===== config.mk =====
export PLATFORM = sky130hd
export DESIGN_NAME = channel_ctrl
export DESIGN_NICKNAME = d
export VERILOG_FILES = /design/src/rtl/channel_ctrl_pkg.sv /design/src/rtl/channel_ctrl_sync2.sv /design/src/rtl/channel_ctrl.sv
export SDC_FILE = /design/constraint.sdc
export NUM_CORES = 1
export LEC_CHECK = 0
export CAP_MARGIN = 20
export CORE_MARGIN = 4
export CORE_UTILIZATION = 45
export CTS_BUF_LIST = sky130_fd_sc_hd__clkbuf_8
export CTS_CLUSTER_SIZE = 25
export DETAILED_ROUTE_END_ITERATION = 7
export GPL_TIMING_DRIVEN = 0
export PLACE_DENSITY = 0.73
export SETUP_SLACK_MARGIN = 0.5
export SLEW_MARGIN = 30
export SYNTH_ARGS = -nofsm -noshare
export SYNTH_HDL_FRONTEND = slang
export SYNTH_SLANG_ARGS = --single-unit

===== constraint.sdc =====
create_clock -name clk -period 2.42 [get_ports clk]
set_input_delay 0.484 -clock clk [delete_from_list [all_inputs] [get_ports clk]]
set_output_delay 0.484 -clock clk [all_outputs]
set_load 0.005 [all_outputs]

===== src/rtl/channel_ctrl_pkg.sv =====
// channel_ctrl_pkg: shared types and constants for the pixel channel sequencer
package channel_ctrl_pkg;

   localparam int EV_ADC_W = 10;
   localparam int EV_TS_W  = 24;

   localparam logic TRIG_EXT = 1'b0;
   localparam logic TRIG_HIT = 1'b1;

   typedef enum logic [2:0] {
      CSA_RST,
      ARMED,
      HOLD,
      SAMPLE,
      CONVERT,
      CAPTURE
   } ctrl_state_t;

   typedef struct packed {
      logic                trig_type;
      logic                conv_err;
      logic [EV_TS_W-1:0]  timestamp;
      logic [EV_ADC_W-1:0] adc_word;
   } event_t;

endpackage


===== src/rtl/channel_ctrl_sync2.sv =====
// sync2: two-flop synchronizer for asynchronous analog-side flags
module sync2 #(
   parameter int W = 1
) (
   input  logic         clk,
   input  logic         reset,
   input  logic [W-1:0] i_d,
   output logic [W-1:0] o_q
);

   logic [W-1:0] r_meta;
   logic [W-1:0] r_sync;

   always_ff @(posedge clk) begin
      if (reset) begin
         r_meta <= '0;
         r_sync <= '0;
      end else begin
         r_meta <= i_d;
         r_sync <= r_meta;
      end
   end

   assign o_q = r_sync;

endmodule


===== src/rtl/channel_ctrl.sv =====
// channel_ctrl: per-channel sequencer arming the CSA, sequencing sample/strobe,
// and buffering one {trig_type, conv_err, timestamp, adc_word} event.
module channel_ctrl
   import channel_ctrl_pkg::*;
#(
   parameter int ADCBITS      = EV_ADC_W,
   parameter int TS_BITS      = EV_TS_W,
   parameter int CNT_BITS     = 8,
   parameter int CONV_TIMEOUT = 64
) (
   input  logic                      clk,
   input  logic                      reset,
   input  logic                      enable,
   input  logic                      hit,
   input  logic                      external_trigger,
   input  logic                      done,
   input  logic [ADCBITS-1:0]        dout,
   input  logic [CNT_BITS-1:0]       hold_delay,
   input  logic [CNT_BITS-1:0]       sample_cycles,
   input  logic [CNT_BITS-1:0]       reset_cycles,
   output logic                      sample,
   output logic                      strobe,
   output logic                      csa_reset,
   output logic                      event_valid,
   output logic [ADCBITS+TS_BITS+1:0] event_data,
   input  logic                      event_ready,
   output logic                      overflow,
   output logic                      busy
);

   localparam int TW = $clog2(CONV_TIMEOUT + 1);
   localparam int CW = (CNT_BITS > TW) ? CNT_BITS : TW;

   ctrl_state_t          r_state;
   ctrl_state_t          w_next;
   logic [CW-1:0]        r_cnt;
   logic [CW-1:0]        w_load;
   logic [TS_BITS-1:0]   r_ts;
   logic [TS_BITS-1:0]   r_ts_lat;
   logic [ADCBITS-1:0]   r_adc;
   logic                 r_trig;
   logic                 r_err;
   logic                 r_hit_d;
   logic                 r_hit_rise;
   logic                 r_valid;
   logic                 r_ovf;
   event_t               r_event;
   logic                 w_hit_s;
   logic                 w_done_s;
   logic                 w_accept;
   logic                 w_cnt_zero;

   // Durations count down from max(x,1)-1 so a zero setting still lasts one cycle.
   function automatic logic [CW-1:0] len(input logic [CNT_BITS-1:0] x);
      return (x == '0) ? '0 : CW'(x) - CW'(1);
   endfunction

   sync2 #(.W(1)) u_sync_hit (
      .clk   (clk),
      .reset (reset),
      .i_d   (hit),
      .o_q   (w_hit_s)
   );

   sync2 #(.W(1)) u_sync_done (
      .clk   (clk),
      .reset (reset),
      .i_d   (done),
      .o_q   (w_done_s)
   );

   assign w_accept   = enable & (r_hit_rise | external_trigger);
   assign w_cnt_zero = (r_cnt == '0);

   always_ff @(posedge clk) begin
      if (reset) begin
         r_state <= CSA_RST;
         r_cnt   <= len(reset_cycles);
      end else begin
         r_state <= w_next;
         r_cnt   <= (w_next != r_state) ? w_load : r_cnt - CW'(1);
      end
   end

   always_comb begin
      w_next = r_state;
      case (r_state)
         CSA_RST: w_next = w_cnt_zero ? ARMED : CSA_RST;
         ARMED:   w_next = !w_accept ? ARMED : (hold_delay == '0) ? SAMPLE : HOLD;
         HOLD:    w_next = w_cnt_zero ? SAMPLE : HOLD;
         SAMPLE:  w_next = w_cnt_zero ? CONVERT : SAMPLE;
         CONVERT: w_next = (w_done_s || w_cnt_zero) ? CAPTURE : CONVERT;
         default: w_next = CSA_RST;
      endcase
   end

   always_comb begin
      w_load = (w_next == CSA_RST) ? len(reset_cycles) :
               (w_next == HOLD)    ? len(hold_delay) :
               (w_next == SAMPLE)  ? len(sample_cycles) :
               (w_next == CONVERT) ? CW'(CONV_TIMEOUT - 1) : '0;
   end

   always_comb begin
      sample    = (r_state == SAMPLE);
      csa_reset = (r_state == CSA_RST);
      busy      = (r_state != ARMED);
      strobe    = (r_state == CONVERT) && (r_cnt == CW'(CONV_TIMEOUT - 1));
   end

   always_ff @(posedge clk) begin
      if (reset) begin
         r_ts       <= '0;
         r_ts_lat   <= '0;
         r_hit_d    <= 1'b0;
         r_hit_rise <= 1'b0;
         r_trig     <= TRIG_EXT;
         r_adc      <= '0;
         r_err      <= 1'b0;
         r_event    <= '0;
         r_valid    <= 1'b0;
         r_ovf      <= 1'b0;
      end else begin
         r_ts       <= r_ts + TS_BITS'(1);
         r_hit_d    <= w_hit_s;
         r_hit_rise <= w_hit_s & ~r_hit_d;
         if (r_state == ARMED && w_accept) begin
            r_trig   <= r_hit_rise ? TRIG_HIT : TRIG_EXT;
            r_ts_lat <= r_ts;
         end
         // The last CONVERT cycle decides: done wins, otherwise the timeout leaves a zero word.
         if (r_state == CONVERT) begin
            r_adc <= w_done_s ? dout : '0;
            r_err <= ~w_done_s;
         end
         if (r_state == CAPTURE && (!r_valid || event_ready)) begin
            r_event <= {r_trig, r_err, r_ts_lat, r_adc};
            r_valid <= 1'b1;
         end else begin
            if (r_valid && event_ready) r_valid <= 1'b0;
            if (r_state == CAPTURE) r_ovf <= 1'b1;
         end
      end
   end

   assign event_valid = r_valid;
   assign event_data  = r_event;
   assign overflow    = r_ovf;

endmodule


[Word level (Yosys, flattened, before mapping)]
Cells that the tools add are included.
Cells by class
  $add $sub $neg: 5
  equal/unequal tests: 11
  mux-type cells: 20
  bitwise logic cells: 6
  reduce and logical (&&, ||, !) cells: 15
Operators with widths (number)
  2-to-1 mux 8 bit: 8
  logical NOT 8 bit: 4
  subtractor 8 x 1 -> 8 bit, second input constant: 4
  adder 24 x 1 -> 24 bit, second input constant: 1
  case mux 3 bit (5 select lines): 1
  == test 3 x 2 -> 1 bit, second input constant: 4
  2-to-1 mux 10 bit: 1
  == test 3 bit, second input constant: 3
  == test 8 x 6 -> 1 bit, second input constant: 1
  2-to-1 mux 1 bit: 7
  logical NOT 3 bit: 2
  2-to-1 mux 6 bit: 1
  logical AND 1 bit: 4
  == test 3 x 1 -> 1 bit, second input constant: 1
  2-to-1 mux 3 bit: 1
  != test 3 x 1 -> 1 bit, second input constant: 1
  != test 3 bit: 1
  inverter 1 bit: 3
  bitwise AND 1 bit: 2
  logical OR 1 bit: 2
  2-to-1 mux 2 bit: 1
  AND reduction 2 bit: 1
  nonzero test 2 bit: 1
  logical NOT 1 bit: 1
  OR 1 bit: 1
Storage, ports and cells
  flip-flop bits (word level): 115
  input bits: 41
  output and inout port bits: 42
  logic and storage cells: 76

[Depth between registers and ports, before layout]
  depth after elaboration: 11
  gate-level depth with buffers: 9
  gate-level depth less buffers: 8

[Cells and area by module]
A second synthesis with hierarchy kept.
Unflattened totals
  cell total of the unflattened synthesis: 635
  area total of the unflattened synthesis: 5007.3 um^2
Modules (own cells, without submodules)
  channel_ctrl: instances 1, cells an instance 627, area each 4902.2 um^2, seq. area each 2222.1 um^2
  sync2: instances 2, cells an instance 4, area each 52.6 um^2, seq. area each 40.0 um^2

[Worst setup path after synthesis]
OpenSTA, ideal clock, no wires.
  path type: register to register
  start point: reg r_cnt[0]
  end point: reg r_cnt[7]
  library setup time: 133 ps
  arrival time: 2021 ps
  data required time: 2287 ps
  slack: 266 ps
  stages on the path, launching flop included: 10
  buffers on the path: 1
  period minus slack after synthesis: 2154 ps
  cells stage by stage: dfxtp_1 -> inv_1 -> ha_1 -> nor3b_1 -> nand2_1 -> mux2i_1 -> a21oi_1 -> buf_2 -> mux2i_1 -> o221ai_1
On the way
  longest elaborated chain between the ends: 10
  elaborated cells between the ends (all ways): 17
  classes of those cells: add/sub: 1; eq/ne: 3; mux: 10; reduce/logical: 3
RTL lines
  start: declaration: line channel_ctrl.sv:36  | logic [CW-1:0] r_cnt;
  start signal: assignment: line channel_ctrl.sv:78  | r_cnt <= len(reset_cycles);
  start signal: assignment: line channel_ctrl.sv:81  | r_cnt <= (w_next != r_state) ? w_load : r_cnt - CW'(1);
  logical NOT 8 bit: line channel_ctrl.sv:73  | assign w_cnt_zero = (r_cnt == '0);
  logical OR 1 bit: line channel_ctrl.sv:92  | CONVERT: w_next = (w_done_s || w_cnt_zero) ? CAPTURE : CONVERT;
  2-to-1 mux 1 bit: line channel_ctrl.sv:92
  case mux 3 bit (5 select lines): line channel_ctrl.sv:87  | case (r_state)
  == test 3 x 2 -> 1 bit: line channel_ctrl.sv:100  | (w_next == SAMPLE) ? len(sample_cycles) :
  2-to-1 mux 8 bit: line channel_ctrl.sv:100
  2-to-1 mux 8 bit: line channel_ctrl.sv:99  | (w_next == HOLD) ? len(hold_delay) :
  2-to-1 mux 8 bit: line channel_ctrl.sv:98  | w_load = (w_next == CSA_RST) ? len(reset_cycles) :
  2-to-1 mux 8 bit (*): line channel_ctrl.sv:81
  2-to-1 mux 8 bit (*): line channel_ctrl.sv:76  | if (reset) begin
Mark *: on every way between the ends. The rest lies on a longest branch, timed or not.
A chain may end at the register's enable or synchronous reset.

[Worst setup path in the final report]
  start point: reg r_state[1]
  end point: out strobe
On the way
  longest elaborated chain between the ends: 2
RTL lines
  start: declaration: line channel_ctrl.sv:34  | ctrl_state_t r_state;
  start signal: assignment: line channel_ctrl.sv:80  | r_state <= w_next;
  == test 3 bit: line channel_ctrl.sv:108  | strobe = (r_state == CONVERT) && (r_cnt == CW'(CONV_TIMEOUT - 1));
  logical AND 1 bit: line channel_ctrl.sv:108
  end: declaration: line channel_ctrl.sv:22  | output logic strobe,
No other way between the ends.

==> flow_summary_export.csv <==
group,metric,value,unit
global_routing,grt.overflow.total,0,
setup_path,cp-end-kind,"output pin",
floorplan,start_util,0.464,
sta,setup_ws,71.5,ps
detailed_routing,post_drt_wl_per_cell,15.9,µm
clock_tree,clk_latency,440,ps
floorplan,die_h,114,µm
synth,yosysTopAreaCell,"dfxtp_1",
synth,synthAdderAreaFrac,0.0174,
floorplan,dieArea,13000,µm²
power,ir_drop,330,µV
sta,tightest_slew,728,ps
detailed_routing,drc,0,
synth,synthDistinctLibCells,47,
detailed_routing,wl,14.7,mm
setup_path,crit_type,"register to output pin",
power,power_leakage,2.61,nW
floorplan,rows,38,
setup_path,worstPathMaxFanout,2,
sta,fin_hold_ws,392,ps
clock_tree,cts_buffers,17,
synth,synth-compound-area-share,0.143,
clock_tree,cts_tree,"yes",
hold_path,hp-class,"register to register",
clock_tree,root_buffer,"clkbuf_8",
synth,syn-num-nets,686,
sta,drv_slew,0,
cells_and_area,layout-drive-gt1-share,0.244,
detailed_routing,viasPerCell,5.35,
sta,period_share,0.970,
place,port_buffers,82,
clock_tree,cts_num_sinks,115,
synth,syn_area,5050,µm²
sta,rsz0062_at_grt,"yes",
synth,avgSynthCellArea,7.91,µm²
cells_and_area,insertedDiodeCount,0,
clock_tree,cts_buffer_depth,2,
setup_path,required,1940,ps
global_routing,grt_pass1_wl,23.7,mm
floorplan,core-area,10900,µm²
synth,ys_top_cells_by_area,"dfxtp_1 46%, nand2_1 12%, a21oi_1 8.6%",
synth,synth_cells,638,
setup_path,rr_worst_depth,10,
synth,synthSimpleGateAreaFrac,0.269,
floorplan,die_w,114,µm
detailed_routing,vias,4954,
sta,finalHoldViolations,0,
synth,synthArstFlopShare,0,
setup_path,cp_data_arrival_time,1860,ps
sta,clock_skew,10.9,ps
synth,synth_top_family_by_area,"simple AND/OR/NAND/NOR gates",
place,dp_slack,-308,ps
sta,period_minus_slack,2350,ps
global_routing,grtUsageTotal,0.231,
place,dp_hpwl,9.45,mm
cells_and_area,final_cell_mix,"131 x nand2_1, 109 x dfxtp_1, 76 x clkdlybuf4s50_1",
clock_tree,path_clk_slew,70,ps
detailed_routing,drtIter0Drc,292,
power,power,4.14,mW
cells_and_area,nFillCells,877,
place,place.gp.congestion,0.799,
detailed_routing,drtPass1Iterations,5,
synth,synth_top_area_frac,0.456,
setup_path,worstSetupStartpointType,"register",
synth,muxShareOfSynthArea,0.0201,
synth,synth_edf_count,0,
sta,setup_violations,0,
floorplan,top_level_ports,83,
global_routing,grt_max_degree,17,
sta,max_freq,426,MHz
power,p_per_area,561,nW/µm²
synth,yosys_warnings,0,
hold_path,hold_depth,1,
flow_run,max_cap_viol_count,0,
global_routing,grt_pass1_vias,4963,
sta,relSlewSlack,0.515,
cells_and_area,final_common_cell,"nand2_1",
detailed_routing,ant_nets,0,
global_routing,antenna_found_initial,0,
synth,synth_xor_xnor_area_share,0.0573,
synth,yosysSeqAreaShare,0.456,
synth,ys_ff_latch,115,
synth,ys_dominant_reg_cell,"dfxtp_1",
cells_and_area,area_growth,46.5,%
run_status,status,"complete, no violations",
cells_and_area,finalNetCount,821,
clock_tree,ctsHtreeMaxLevel,4,
[metal layers]
layer,routed length (µm),track usage,up-vias
li1,-,-,2434
met5,0,0,-
met1,5890,0.266,2333
met4,455,0.110,0
met2,7470,0.400,151
met3,894,0.0568,36
[critical path, stage by stage, from the launching register on]
cell and delay, ps:
dfxtp_2 330, buf_6 110, or2_4 220, buf_8 120, or2_4 250, clkbuf_16 150
nor3_4 110, buf_2 140
[flip-flops by register name, indices dropped and copies added (netlist names)]
register,cells
event_data,36
r_ts,24
r_ts_lat,24
r_adc,10
r_cnt,8
r_state,3
event_valid,1
overflow,1
r_err,1
r_hit_d,1
r_hit_rise,1
r_trig,1
u_sync_done.o_q,1
u_sync_done.r_meta,1
u_sync_hit.o_q,1
u_sync_hit.r_meta,1
[synthesized netlist by cell type, drive strengths merged (2+ instances only)]
master and number:
nand4 4, a22oi 4, buf 8, nand3 26, or2 5, a31oi 5, a21oi 87, clkbuf 24
o31ai 2, nor3b 6, inv 14, dfxtp 115, mux2i 9, o21ai 18, nor2b 9, nor2 49
o22ai 5, and4 3, ha 7, and3 4, nor4 3, nor3 13, or3 9, nor4b 3
nand2 158, xor2 14, xnor2 19, o21bai 2
[through the flow]
| step | setup TNS (ps) | cells | instance area (µm²) | util |
|---|---|---|---|---|
| detailed placement | -3640 | 860 | 6120 | 0.562 |
| finish | 0 | 926 | 7390 | 0.679 |
| CTS | 0 | 921 | 7140 | 0.656 |
| global route | 0 | 926 | 7390 | 0.679 |
| floorplan | 0 | 638 | 5130 | - |
| global placement | -2050 | 860 | 6120 | 0.562 |
[final timing paths]
path | from | to | slack, ps
min | r_hit_d | r_hit_rise | 390
max | r_state[1] | strobe | 70
min reg2reg | r_hit_d | r_hit_rise | 390
max reg2reg | r_state[1] | r_cnt[4] | 170
[area by class of cell]
| class | count | area [µm²] | share of cell area |
|---|---|---|---|
| sequential | 115 | 2310 | 0.312 |
| buffer | 32 | 277 | 0.0374 |
| inverter | 14 | 52.6 | 0.00711 |
| multi-input combinational | 477 | 3090 | 0.418 |
| tap | 140 | 175 | 0.0237 |
| clock inverter | 11 | 85.1 | 0.0115 |
| clock buffer | 21 | 289 | 0.0391 |
| timing repair buffer | 116 | 1110 | 0.151 |
[what timing repair did]
item                       4_1_cts  5_1_grt
gates resized for setup        125       70
hold buffers                     0        0
pin swaps                       29       19
setup buffers                   26        5
cloned                           3        0
setup endpoints to repair       64       83
[where the power goes]
part / switching, mW / leakage [nW] / internal (mW)
logic: 0.251 / 1.48 / 0.250
registers: 0.0469 / 0.932 / 1.93
clock network: 0.766 / 0.202 / 0.903
[logic make-up after synthesis]
group | after synthesis
fa+ha+maj | 7
compound gates | 129
simple gates | 298
mux | 10
flops | 115
xor+xnor | 33
buf+inv | 46
No activity file was read; power rests on OpenSTA's default activity.
